==> config.mk <==
export PLATFORM = sky130hd
export DESIGN_NAME = gpo_seq_ctrl
export DESIGN_NICKNAME = d
export VERILOG_FILES = /design/src/rtl/gpo_seq_pkg.sv /design/src/rtl/gpo_seq_regs.sv /design/src/rtl/gpo_seq_ctrl.sv
export SDC_FILE = /design/constraint.sdc
export NUM_CORES = 1
export LEC_CHECK = 0
export ABC_AREA = 0
export CORE_MARGIN = 2
export CORE_UTILIZATION = 47
export DETAILED_ROUTE_END_ITERATION = 10
export HOLD_SLACK_MARGIN = 0.08
export PLACE_DENSITY = 0.77
export SLEW_MARGIN = 25
export SYNTH_ARGS = -nofsm -noshare
export SYNTH_HDL_FRONTEND = slang
export SYNTH_HIERARCHICAL = 1
export SYNTH_SLANG_ARGS = --single-unit
export TNS_END_PERCENT = 100
==> constraint.sdc <==
create_clock -name i_clk -period 2.5 [get_ports i_clk]
set_input_delay 0.375 -clock i_clk [delete_from_list [all_inputs] [get_ports i_clk]]
set_output_delay 0.375 -clock i_clk [all_outputs]
set_load 0.005 [all_outputs]
==> src/rtl/gpo_seq_pkg.sv <==
// Shared types and register-map constants for the GPO pattern sequencer.
// No logic; no latency; no backpressure.
package gpo_seq_pkg;

    typedef enum logic [1:0] {
        IDLE = 2'd0,
        STEP = 2'd1,
        WAIT = 2'd2,
        FIN  = 2'd3
    } seq_state_t;

    localparam int DATA_W = 32;

    localparam logic [1:0] ADDR_CTRL    = 2'd0;
    localparam logic [1:0] ADDR_PERIOD  = 2'd1;
    localparam logic [1:0] ADDR_PATTERN = 2'd2;
    localparam logic [1:0] ADDR_STATUS  = 2'd3;

    localparam int CTRL_RUN      = 0;
    localparam int CTRL_LOOP     = 1;
    localparam int CTRL_LEN_LSB  = 4;

    localparam int STAT_BUSY     = 0;
    localparam int STAT_DONE     = 1;
    localparam int STAT_OVR      = 2;
    localparam int STAT_STEP_LSB = 4;

endpackage

==> src/rtl/gpo_seq_regs.sv <==
// Slave register window (CTRL/PERIOD/PATTERN/STATUS) with W1C status bits.
// Writes land on the strobe edge; rdata is combinational; never stalls.
module gpo_seq_regs
    import gpo_seq_pkg::*;
#(
    parameter int NUM_STEPS = 8,
    parameter int STEP_W    = 4,
    parameter int PERIOD_W  = 32,
    parameter int IDX_W     = 3
) (
    input  logic                          i_clk,
    input  logic                          i_reset,
    input  logic                          i_ce,
    input  logic                          i_wr_en,
    input  logic [1:0]                    i_addr,
    input  logic [DATA_W-1:0]             i_wdata,
    output logic [DATA_W-1:0]             o_rdata,
    input  logic                          i_busy,
    input  logic [IDX_W-1:0]              i_step,
    input  logic                          i_set_done,
    input  logic                          i_set_ovr,
    input  logic                          i_clr_run,
    output logic                          o_ctrl_wr,
    output logic                          o_run,
    output logic                          o_loop,
    output logic [IDX_W-1:0]              o_len,
    output logic [PERIOD_W-1:0]           o_period,
    output logic [NUM_STEPS*STEP_W-1:0]   o_pattern
);

    logic                        r_run;
    logic                        r_loop;
    logic [IDX_W-1:0]            r_len;
    logic [PERIOD_W-1:0]         r_period;
    logic [NUM_STEPS*STEP_W-1:0] r_pattern;
    logic                        r_done;
    logic                        r_ovr;

    logic w_wr;
    logic w_stat_wr;

    assign w_wr      = i_ce & i_wr_en;
    assign o_ctrl_wr = w_wr & (i_addr == ADDR_CTRL);
    assign w_stat_wr = w_wr & (i_addr == ADDR_STATUS);

    always_ff @(posedge i_clk) begin
        if (i_reset) begin
            r_run     <= 1'b0;
            r_loop    <= 1'b0;
            r_len     <= '0;
            r_period  <= '0;
            r_pattern <= '0;
            r_done    <= 1'b0;
            r_ovr     <= 1'b0;
        end else begin
            // A CPU write to CTRL in the FIN cycle overrides the auto-clear of run.
            if (o_ctrl_wr) begin
                r_run  <= i_wdata[CTRL_RUN];
                r_loop <= i_wdata[CTRL_LOOP];
                r_len  <= i_wdata[CTRL_LEN_LSB +: IDX_W];
            end else if (i_clr_run) begin
                r_run  <= 1'b0;
            end
            if (w_wr && i_addr == ADDR_PERIOD)
                r_period <= i_wdata[PERIOD_W-1:0];
            if (w_wr && i_addr == ADDR_PATTERN)
                r_pattern <= i_wdata[NUM_STEPS*STEP_W-1:0];
            if (i_set_done)
                r_done <= 1'b1;
            else if (w_stat_wr && i_wdata[STAT_DONE])
                r_done <= 1'b0;
            if (i_set_ovr)
                r_ovr <= 1'b1;
            else if (w_stat_wr && i_wdata[STAT_OVR])
                r_ovr <= 1'b0;
        end
    end

    always_comb begin
        o_rdata = '0;
        case (i_addr)
            ADDR_CTRL: begin
                o_rdata[CTRL_RUN]                  = r_run;
                o_rdata[CTRL_LOOP]                 = r_loop;
                o_rdata[CTRL_LEN_LSB +: IDX_W]     = r_len;
            end
            ADDR_PERIOD:  o_rdata[PERIOD_W-1:0]           = r_period;
            ADDR_PATTERN: o_rdata[NUM_STEPS*STEP_W-1:0]   = r_pattern;
            default: begin
                o_rdata[STAT_BUSY]                 = i_busy;
                o_rdata[STAT_DONE]                 = r_done;
                o_rdata[STAT_OVR]                  = r_ovr;
                o_rdata[STAT_STEP_LSB +: IDX_W]    = i_step;
            end
        endcase
    end

    assign o_run     = r_run;
    assign o_loop    = r_loop;
    assign o_len     = r_len;
    assign o_period  = r_period;
    assign o_pattern = r_pattern;

endmodule

==> src/rtl/gpo_seq_ctrl.sv <==
// Shares the GPO write port between CPU passthrough and a step-table sequencer.
// First sequencer strobe one cycle after the run write; steps PERIOD+1 apart; CPU writes while busy are dropped.
module gpo_seq_ctrl
    import gpo_seq_pkg::*;
#(
    parameter int NUM_STEPS = 8,
    parameter int STEP_W    = 4,
    parameter int PERIOD_W  = 32
) (
    input  logic              i_clk,
    input  logic              i_reset,
    input  logic              i_ce,
    input  logic              i_wr_en,
    input  logic [1:0]        i_addr,
    input  logic [DATA_W-1:0] i_wdata,
    output logic [DATA_W-1:0] o_rdata,
    input  logic              i_cpu_gpo_ce,
    input  logic              i_cpu_gpo_wr_en,
    input  logic [DATA_W-1:0] i_cpu_gpo_wdata,
    output logic              o_gpo_ce,
    output logic              o_gpo_wr_en,
    output logic [1:0]        o_gpo_addr,
    output logic [DATA_W-1:0] o_gpo_wdata,
    output logic              o_irq_done
);

    localparam int IDX_W = (NUM_STEPS > 1) ? $clog2(NUM_STEPS) : 1;

    seq_state_t           r_state;
    logic [IDX_W-1:0]     r_step;
    logic [PERIOD_W-1:0]  r_cnt;

    seq_state_t           w_state_nxt;
    logic [IDX_W-1:0]     w_step_nxt;
    logic [PERIOD_W-1:0]  w_cnt_nxt;
    logic                 w_adv;
    logic                 w_busy;
    logic                 w_start;
    logic                 w_abort;
    logic                 w_ctrl_wr;
    logic                 w_run;
    logic                 w_loop;
    logic [IDX_W-1:0]     w_len;
    logic [PERIOD_W-1:0]  w_period;
    logic [NUM_STEPS*STEP_W-1:0] w_pattern;
    logic [STEP_W-1:0]    w_nib;

    gpo_seq_regs #(
        .NUM_STEPS (NUM_STEPS),
        .STEP_W    (STEP_W),
        .PERIOD_W  (PERIOD_W),
        .IDX_W     (IDX_W)
    ) u_regs (
        .i_clk      (i_clk),
        .i_reset    (i_reset),
        .i_ce       (i_ce),
        .i_wr_en    (i_wr_en),
        .i_addr     (i_addr),
        .i_wdata    (i_wdata),
        .o_rdata    (o_rdata),
        .i_busy     (w_busy),
        .i_step     (r_step),
        .i_set_done (r_state == FIN),
        .i_set_ovr  (w_busy & i_cpu_gpo_ce & i_cpu_gpo_wr_en),
        .i_clr_run  (r_state == FIN),
        .o_ctrl_wr  (w_ctrl_wr),
        .o_run      (w_run),
        .o_loop     (w_loop),
        .o_len      (w_len),
        .o_period   (w_period),
        .o_pattern  (w_pattern)
    );

    assign w_busy  = (r_state != IDLE);
    // Look at the incoming CTRL write so the first strobe lands one cycle after it.
    assign w_start = (r_state == IDLE) && (w_ctrl_wr ? i_wdata[CTRL_RUN] : w_run);
    assign w_abort = w_ctrl_wr && !i_wdata[CTRL_RUN] && (r_state == STEP || r_state == WAIT);
    assign w_nib   = w_pattern[int'(r_step)*STEP_W +: STEP_W];

    always_comb begin
        w_state_nxt = r_state;
        w_step_nxt  = r_step;
        w_cnt_nxt   = r_cnt;
        w_adv       = 1'b0;
        case (r_state)
            IDLE: begin
                if (w_start) begin
                    w_state_nxt = STEP;
                    w_step_nxt  = '0;
                end
            end
            STEP: begin
                w_cnt_nxt = w_period;
                if (w_period != '0)
                    w_state_nxt = WAIT;
                else
                    w_adv = 1'b1;
            end
            WAIT: begin
                w_cnt_nxt = r_cnt - 1'b1;
                if (r_cnt <= PERIOD_W'(1))
                    w_adv = 1'b1;
            end
            default: begin
                w_state_nxt = IDLE;
                w_step_nxt  = '0;
            end
        endcase
        if (w_adv) begin
            if (r_step < w_len) begin
                w_state_nxt = STEP;
                w_step_nxt  = r_step + 1'b1;
            end else if (w_loop) begin
                w_state_nxt = STEP;
                w_step_nxt  = '0;
            end else begin
                w_state_nxt = FIN;
            end
        end
        if (w_abort) begin
            w_state_nxt = IDLE;
            w_step_nxt  = '0;
        end
    end

    always_ff @(posedge i_clk) begin
        if (i_reset) begin
            r_state <= IDLE;
            r_step  <= '0;
            r_cnt   <= '0;
        end else begin
            r_state <= w_state_nxt;
            r_step  <= w_step_nxt;
            r_cnt   <= w_cnt_nxt;
        end
    end

    always_comb begin
        o_gpo_ce    = 1'b0;
        o_gpo_wr_en = 1'b0;
        o_gpo_wdata = '0;
        o_irq_done  = 1'b0;
        if (!i_reset) begin
            case (r_state)
                IDLE: begin
                    o_gpo_ce    = i_cpu_gpo_ce;
                    o_gpo_wr_en = i_cpu_gpo_wr_en;
                    o_gpo_wdata = i_cpu_gpo_wdata;
                end
                STEP: begin
                    o_gpo_ce    = 1'b1;
                    o_gpo_wr_en = 1'b1;
                    o_gpo_wdata = {{(DATA_W-STEP_W){1'b0}}, w_nib};
                end
                FIN:     o_irq_done = 1'b1;
                default: ;
            endcase
        end
    end

    assign o_gpo_addr = 2'd0;

endmodule

## Word level (Yosys, flattened, before mapping)

Cells that the tools add are included.

| word-level totals | value |
|---|---|
| register bits after elaboration | 108 |
| output and inout bits | 69 |
| word-level logic and storage cells | 84 |

| cells by class | value |
|---|---|
| add/sub/neg operators | 2 |
| order comparisons | 2 |
| eq/ne operators | 9 |
| shifts and indexed selects | 1 |
| mux-type cells | 35 |
| bitwise gates (word level) | 5 |
| reductions and logical operators | 20 |

Operator list:

| operator | number |
|---|---|
| one-hot mux 32 bit (2 select lines) | 2 |
| one-hot mux 25 bit (2 select lines) | 1 |
| less-or-equal comparator 32 x 1 -> 1 bit (second input constant) | 1 |
| 2-to-1 mux 32 bit | 1 |
| nonzero test 32 bit | 1 |
| variable part select 32 x 6 -> 4 bit | 1 |
| subtractor 32 x 1 -> 32 bit (second input constant) | 1 |
| 2-to-1 mux 1 bit | 13 |
| 2-to-1 mux 3 bit | 4 |
| one-hot mux 2 bit (3 select lines) | 2 |
| 2-to-1 mux 2 bit | 5 |
| nonzero test 2 bit | 5 |
| one-hot mux 3 bit (3 select lines) | 1 |
| equality test 2 bit (second input constant) | 4 |
| one-hot mux 1 bit (2 select lines) | 4 |
| logical AND 1 bit | 7 |
| one-hot mux 3 bit (2 select lines) | 1 |
| AND 1 bit | 5 |
| equality test 2 x 1 -> 1 bit (second input constant) | 2 |
| zero test 2 bit | 2 |
| OR reduction 2 bit | 2 |
| adder 3 x 1 -> 3 bit (second input constant) | 1 |
| less-than comparator 3 bit | 1 |
| != test 3 x 2 -> 1 bit (second input constant) | 1 |
| other kinds (6) | 6 |

## Longest topological paths before layout

Gate-level depths: netlist of run 1.

| logic depth | value |
|---|---|
| word-level depth | 9 |
| mapped depth | 10 |
| depth with buffers taken out | 10 |

## Hierarchy

The synthesis of run 1 kept the hierarchy.

Modules (own cells, without submodules):

| module | instances | cells an instance | area each (µm²) |
|---|---|---|---|
| gpo_seq_regs | 1 | 360 | 3558.4 |
| gpo_seq_ctrl | 1 | 413 | 3126.7 |

## Worst setup path after synthesis of run 1

No wires, ideal clock.

| timing | value |
|---|---|
| kind | input to register |
| from | in i_addr[0] |
| to | reg r_step[2] |
| setup time | 0.057 ns |
| arrival time | 2.351 ns |
| path slack | 0.092 ns |
| stages on the path | 10 |
| path buffers | 0 |
| path through | inv_1 > ha_1 > nand3_1 > inv_1 > nor2b_1 > o21ai_0 > a21oi_1 > or3b_2 > a211oi_1 > o21ba_2 |

| between the ends | value |
|---|---|
| word-level cells in the longest chain between the ends | 9 |
| elaborated cells between the ends (all ways) | 12 |

RTL lines:

| what | line | source |
|---|---|---|
| start, declared | gpo_seq_ctrl.sv:14 | `input logic [1:0] i_addr,` |
| zero test 2 bit (*) | gpo_seq_regs.sv:43 | `assign o_ctrl_wr = w_wr & (i_addr == ADDR_CTRL);` |
| AND 1 bit (*) | gpo_seq_regs.sv:43 |  |
| named net w_ctrl_wr | gpo_seq_ctrl.sv:40 | `logic w_ctrl_wr;` |
| 2-to-1 mux 1 bit | gpo_seq_ctrl.sv:76 | `assign w_start = (r_state == IDLE) && (w_ctrl_wr ? i_wdata[CTRL_RUN] : w_run);` |
| logical AND 1 bit | gpo_seq_ctrl.sv:76 |  |
| 2-to-1 mux 3 bit | gpo_seq_ctrl.sv:87 | `if (w_start) begin` |
| one-hot mux 3 bit (2 select lines) | gpo_seq_ctrl.sv:85 | `case (r_state)` |
| 2-to-1 mux 3 bit | gpo_seq_ctrl.sv:113 | `end else if (w_loop) begin` |
| 2-to-1 mux 3 bit | gpo_seq_ctrl.sv:110 | `if (r_step < w_len) begin` |
| 2-to-1 mux 3 bit | gpo_seq_ctrl.sv:109 | `if (w_adv) begin` |
| end signal, assigned | gpo_seq_ctrl.sv:133 | `r_step <= w_step_nxt;` |
| end, declared | gpo_seq_ctrl.sv:30 | `logic [IDX_W-1:0] r_step;` |

Mark *: on every way through the listed nets, which the timed path passes. The rest lies on a longest branch.
A chain may end at the register's enable or synchronous reset.

## Worst setup path in the final report of run 1

| timing | value |
|---|---|
| from | reg r_step[0] |
| to | out o_gpo_wdata[3] |

| between the ends | value |
|---|---|
| word-level cells in the longest chain between the ends | 3 |

RTL lines:

| what | line | source |
|---|---|---|
| variable part select 32 x 6 -> 4 bit | gpo_seq_ctrl.sv:78 | `assign w_nib = w_pattern[int'(r_step)*STEP_W +: STEP_W];` |
| one-hot mux 32 bit (2 select lines) | gpo_seq_ctrl.sv:144 | `case (r_state)` |
| 2-to-1 mux 32 bit | gpo_seq_ctrl.sv:143 | `if (!i_reset) begin` |
| end, declared | gpo_seq_ctrl.sv:23 | `output logic [DATA_W-1:0] o_gpo_wdata,` |

No other way between the ends.

==> run summary, run 1 <==
Post-DP HPWL: 14670 um
Vias in the first global route: 5913
Switching Share: 0.4105
Commonest cells post-synth: dfxtp_1 (108), nand2b_1 (107), mux2i_1 (81)
Initial core utilization: 0.4816
Initial antenna violation count: 0
Area occupied by multi-input gates: 4229 sq um
Setup WS pre-CTS: -0.2045 ns
Max clock buf depth: 2
Hold Path Origin: i_reset
CP Capture Type: primary output
Fin worst setup slack: 0.03983 ns
Final period util: 0.9841
Worst Hold Class: primary input to register
Critical Path Start Type: register
Critical R2R Launch: r_cnt[13]
Syn-to-layout area delta: 32.83%
Final Power: 6.879 mW
Filler cells: 1178
Nets: 1003
Register share of total power: 0.299
Slew @ Worst Pin: 0.6122 ns
Die Wd: 123.3 um
Num ports: 141
Worst-path fanout max: 8
Main synth FF type: dfxtp_1
Post-Route WL: 20270 um
Register area: 2163 sq um
Standard-cell rows: 43
Ratio of total power to cell area: 774.7 nW/um^2
Die Footprint: 15190 sq um
RSZ-0062 raised after global routing: false
I/O Buffers: 138
Syn Inst Count: 773
Yosys cell types: 68
Internal power: 4.055 mW
Core box area: 13880 sq um
Endpoints failing setup: 0
Post-route ant nets: 0
Post-DR wirelength/cell: 18.39 um
Vias: 6361
Final Non-Filler Cells: 1102
DRC: 0
Clk pwr share: 0.208
Worst Setup SP: r_step[0]
Ys Warns: 6
Total clock sinks: 108
Final Hold Viols: 0
Final slew viol count: 0
Start-to-end type of the worst setup path: register to primary output
Global route overflow: 0
Worst slew margin: 0.5881
Switching Power: 2.824 mW
R2r worst-path depth: 6
Logic pwr share: 0.493
Fraction of registers with async set/reset: 0
Maximum vdd drop: 0.6742 mV
WHS Path Cells: 2
Ant diodes: 0
Synthesized area: 6685 sq um
GPL Wtd Cong: 0.8903
CTS tree: built
Status: complete, no violations
Final clock skew: 0.006538 ns
Placed insts: 1082
Sequential-to-total area share from yosys stat: 0.3234
Synth area leaders: dfxtp_1 (32%), mux2i_1 (12%), nand2b_1 (10%), a22oi_1 (3.7%), nor2b_1 (3.3%)
Seq cells post-synth: 108
Most area-hungry cell type in the Yosys netlist: dfxtp_1
Pleak: 3.409 nW
Top-count cell post-synth: dfxtp_1
Final core occ: 0.6397
Vias/cell: 5.772
Hold Buf Count CTS: 0
Reg clk slew, reported paths: 0.08 ns
TritonCTS Buffers: 9
Max-Cap Viols: 0
Largest net degree at the start of global routing: 73
Worst endpoint required time: 2.12 ns
Root cell of the clock tree: clkbuf_16
Syn avg cell area: 8.648 sq um
Clk Latency, worst-skew pair: 0.36 ns
Die H: 123.3 um
Arr. time, crit path: 2.09 ns
Share of cells above drive strength 1: 0.1161
First-pass GRT wire length: 31530 um
DRT iter0 DRCs: 555
GRT Total Usage: 0.2681
Post-synth EDFFs: 0
Fin crit period: 2.460 ns
Max frequency: 0.4065 GHz
H-tree depth: 3
DRT Pass-1 Iters: 6
Post-synth top area share: 0.3234
logic make-up (layout without fill, tap and decap cells):
kind of cell / Yosys count / count (layout) / synth area share
other cells: 1 / 2 / 0.0005609
flops: 108 / 108 / 0.3234
fa+ha+maj: 14 / 14 / 0.02620
compound gates: 154 / 154 / 0.1540
buf+inv: 81 / 229 / 0.05764
mux: 90 / 90 / 0.1499
simple gates: 324 / 324 / 0.2869
xor+xnor: 1 / 1 / 0.001310
flip-flops by register name, summed over array words and instances (netlist names):
register	cells
r_step	3
u_regs/o_period	32
u_regs/o_len	3
r_state	2
u_regs/o_pattern	32
r_cnt	32
u_regs/r_done	1
u_regs/o_run	1
u_regs/o_loop	1
u_regs/r_ovr	1
cell type report:
class / instances / area share
clock buffer: 9 / 0.02536
multi-input combinational: 585 / 0.4763
inverter: 23 / 0.009722
timing repair buffer: 190 / 0.2122
tap: 180 / 0.02536
sequential: 108 / 0.2436
clock inverter: 7 / 0.007468
critical path: stages (launching register included):
cell           delay, ns
dfxtp_2             0.36
buf_12              0.14
buf_4               0.13
mux4_2              0.52
mux2i_4             0.20
o21ai_0             0.10
dlygate4sd2_1       0.27
power by group through the flow:
stage	Clock [mW]	Combinational, mW	Sequential [mW]
finish	1.43	3.39	2.06
CTS	1.45	3.31	2.05
global route	1.51	3.74	2.08
floorplan	0	2.21	2.05
global placement	0	3.20	2.09
detailed placement	0	3.24	2.09
stage by stage:
step | TNS (ns) | area, sq um | hold WS (ns)
6_report | 0 | 8880 | 0.3089
5_1_grt | 0 | 8880 | 0.3312
4_1_cts | 0 | 8848 | 0.2910
3_5_place_dp | -2.153 | 8444 | 0.4739
3_3_place_gp | -2.314 | 8444 | 0.4685
2_1_floorplan | 0 | 6689 | 0.4351
per-layer routing:
| metal | up-vias | GRT usage | wire length [um] |
|---|---|---|---|
| li1 | 3043 | - | - |
| met1 | 3002 | 0.3345 | 8309 |
| met2 | 280 | 0.4605 | 9858 |
| met3 | 36 | 0.05904 | 1647 |
| met4 | 0 | 0.08310 | 455 |
| met5 | - | 0 | 0 |
repair_timing:
item,in CTS,in global routing
gates cloned,2,1
pin swaps,4,0
gates resized for setup,34,8
setup buffers,1,0
endpoints found under the setup margin,66,24
placed cells by master, fill, tap and decap left out, drive strengths merged, types with 5 or more instances in the layout:
cell type | netlist | routed
nand2 | 34 | 34
a22oi | 34 | 34
nand4 | 7 | 7
a211oi | 12 | 12
a222oi | 5 | 5
or3 | 6 | 6
dfxtp | 108 | 108
nor4 | 16 | 16
clkdlybuf4s50 | 0 | 124
nor2b | 35 | 35
o21ai | 39 | 39
clkbuf | 39 | 9
ha | 14 | 14
mux4 | 8 | 8
mux2i | 81 | 81
buf | 19 | 52
inv | 22 | 27
nand3 | 14 | 14
a21oi | 30 | 30
nand2b | 107 | 107
nor3 | 20 | 20
and2 | 28 | 28
dlygate4sd2 | 0 | 13
nor2 | 37 | 37
final timing paths:
kind,to,slack [ns]
hold reg to reg,r_cnt[28],0.49
hold / removal,u_regs/r_done,0.31
setup reg to reg,r_step[0],0.16
setup / recovery,o_gpo_wdata[3],0.04
Note: power is estimated with default switching activity, not from simulation.
==> inputs of run 2 (changes only) <==
- ABC_AREA: 0 -> unset
==> results of run 2 <==
Same layout as run 1: the final DEF is identical, and so are final timing and power.
==> inputs of run 3 (changes only) <==
- ABC_AREA: unset -> 1
==> run summary, run 3 <==
Status: complete, no violations
Core box area: 14370 sq um (+3.5%)
Final period util: 0.9815 (-0.002569)
Final Hold Viols: 0 (unchanged)
Internal power: 4.182 mW (+3.1%)
CP Capture Type: primary output
Root cell of the clock tree: clkbuf_16
Fraction of registers with async set/reset: 0 (unchanged)
Fin crit period: 2.454 ns (-0.006423 ns)
Clk Latency, worst-skew pair: 0.37 ns (about the same)
Worst endpoint required time: 2.12 ns (about the same)
Standard-cell rows: 44 (+2.3%)
Register share of total power: 0.277 (-0.022)
Worst Hold Class: primary input to register
DRT Pass-1 Iters: 7 (+1)
DRT iter0 DRCs: 550 (-0.90%)
Register area: 2170 sq um (+0.29%)
CTS tree: built
Post-Route WL: 21790 um (+7.5%)
Post-synth EDFFs: 0 (unchanged)
Die H: 124.4 um (+0.92%)
Post-route ant nets: 0 (unchanged)
Syn avg cell area: 6.333 sq um (-27%)
Ratio of total power to cell area: 871.0 nW/um^2 (+12%)
Yosys cell types: 40 (-41%)
Post-synth top area share: 0.3173 (-0.006117)
Worst-path fanout max: 10 (+2)
Critical Path Start Type: register
Start-to-end type of the worst setup path: register to primary output
RSZ-0062 raised after global routing: true
TritonCTS Buffers: 9 (unchanged)
Vias: 7469 (+17%)
Max-Cap Viols: 0 (unchanged)
DP Area: 8343 sq um (-1.2%)
Nets: 1284 (+28%)
Sequential-to-total area share from yosys stat: 0.3173 (-0.006117)
DRC: 0 (unchanged)
Total clock sinks: 108 (unchanged)
GRT Total Usage: 0.2756 (+0.007472)
Seq cells post-synth: 108 (unchanged)
Area occupied by multi-input gates: 4084 sq um (-3.4%)
Ys Warns: 6 (unchanged)
GPL Wtd Cong: 0.9589 (+7.7%)
Logic pwr share: 0.533 (+0.040)
Placed insts: 1364 (+26%)
Initial antenna violation count: 0 (unchanged)
Synth area leaders: dfxtp_1 (32%), nor2_1 (14%), nand2_1 (12%), o21ai_0 (7.1%), a21oi_1 (5.9%)
Die Wd: 124.4 um (+0.92%)
Switching Power: 3.500 mW (+24%)
Hold Buf Count CTS: 0 (unchanged)
Most frequent cells in the layout: nor2_1 (254), nand2_1 (213), dfxtp_1 (106), clkdlybuf4s50_1 (104), o21ai_0 (95)
Post-route cell area: 8820 sq um (-0.68%)
Num ports: 141 (unchanged)
Post-DP HPWL: 15310 um (+4.4%)
Max frequency: 0.4075 GHz (+0.26%)
Die Footprint: 15480 sq um (+1.9%)
Syn Inst Count: 1076 (+39%)
Most area-hungry cell type in the Yosys netlist: dfxtp_1
Vias in the first global route: 6977 (+18%)
Endpoints failing setup: 0 (unchanged)
Switching Share: 0.4556 (+0.04513)
Maximum vdd drop: 0.5985 mV (-11%)
Max clock buf depth: 2 (unchanged)
Final slew viol count: 0 (unchanged)
I/O Buffers: 138 (unchanged)
Initial core utilization: 0.4742 (-0.007387)
First-pass GRT wire length: 35060 um (+11%)
Syn-to-layout area delta: 29.43%
Final Non-Filler Cells: 1387 (+26%)
Main synth FF type: dfxtp_1
Share of cells above drive strength 1: 0.1097 (-0.006326)
Top-count cell post-synth: nor2_1
Pleak: 3.929 nW (+15%)
Ant diodes: 0 (unchanged)
Reg clk slew, reported paths: 0.08 ns (about the same)
Vias/cell: 5.385 (-6.7%)
Commonest non-fill, non-tap cell in the layout: nor2_1
H-tree depth: 3 (unchanged)
Filler cells: 1355 (+15%)
Clk pwr share: 0.191 (-0.017)
Synthesized area: 6814 sq um (+1.9%)
Arr. time, crit path: 2.08 ns (about the same)
Post-DR wirelength/cell: 15.71 um (-15%)
Commonest cells post-synth: nor2_1 (255), nand2_1 (213), dfxtp_1 (108)
Final clock skew: 0.01263 ns (+0.006091 ns)
Global route overflow: 0 (unchanged)
Largest net degree at the start of global routing: 46 (-37%)
-- run 3: changes by cell type after synthesis, moves of 35 or more --
cell      delta
nand2_1    +179
nor2_1     +219
nand2b_1   -107
nor2b_1     -35
mux2i_1     -81
inv_1       +47
o21ai_0     +58
a21oi_1     +50
-- run 3: logic make-up after synthesis --
group,after synthesis,synth area share
other cells,1,0.0005503
buf+inv,140,0.09530
fa+ha+maj,14,0.02571
simple gates,579,0.3705
flops,108,0.3173
compound gates,222,0.1752
xor+xnor,12,0.01542
-- run 3: power groups by stage --
stage	clock network (mW)	registers, mW	logic (mW)
CTS	1.48	2.12	4.04
global placement	0	2.15	3.93
finish	1.46	2.13	4.09
global route	1.54	2.16	4.56
detailed placement	0	2.16	3.98
floorplan	0	2.10	2.94
-- run 3: worst paths after layout --
kind         slack [ns]         start              to  cells past startpoint
min                0.43       i_reset        r_cnt[8]                      4
max                0.05     r_step[0]  o_gpo_wdata[0]                      6
min reg2reg        0.48  u_regs/r_ovr    u_regs/r_ovr                      2
max reg2reg        0.59    r_state[1]      r_state[1]                     11
-- run 3: repair_timing --
item | 4_1_cts | 5_1_grt
pin swaps | 3 | 4
resized for setup | 43 | 19
buffers inserted | 3 | 1
cloned | 2 | 1
endpoints found under the setup margin | 64 | 31
-- run 3: layout make-up --
type	count	share of cell area
clock buffer	9	0.02554
clock inverter	7	0.008796
inverter	80	0.03532
multi-input combinational	829	0.4630
sequential	108	0.2460
tap	184	0.02610
timing repair buffer	169	0.1944
timing repair inverter	1	0.0008512
-- run 3: through the flow --
| step | setup TNS, ns | worst slack [ns] | hold WS, ns | total power [mW] | util |
|---|---|---|---|---|---|
| 6_report | 0 | 0.04625 | 0.4346 | 7.682 | 0.6138 |
| 3_3_place_gp | -0.8221 | -0.06398 | 0.4622 | 6.089 | 0.5806 |
| 5_1_grt | -0.02375 | -0.02375 | 0.4859 | 8.254 | 0.6138 |
| 2_1_floorplan | 0 | 0.8394 | 0.4340 | 5.038 | - |
| 3_5_place_dp | -0.9644 | -0.08435 | 0.4685 | 6.137 | 0.5806 |
| 4_1_cts | -0.001440 | -0.001440 | 0.4447 | 7.636 | 0.6085 |
-- run 3: metal layers --
| metal | global-route usage | vias to the layer above | wire length [um] |
|---|---|---|---|
| met1 | 0.3667 | 3399 | 9394 |
| li1 | - | 3707 | - |
| met2 | 0.4349 | 310 | 10060 |
| met3 | 0.05369 | 53 | 1590 |
| met4 | 0.1203 | 0 | 743 |
| met5 | 0 | - | 0 |
-- run 3: critical path: stages (launching register included) --
cell	delay, ns
dfxtp_4	0.40
buf_6	0.14
o21ai_0	0.09
o221ai_1	0.26
nand3_1	0.15
a21oi_1	0.15
clkdlybuf4s50_1	0.51
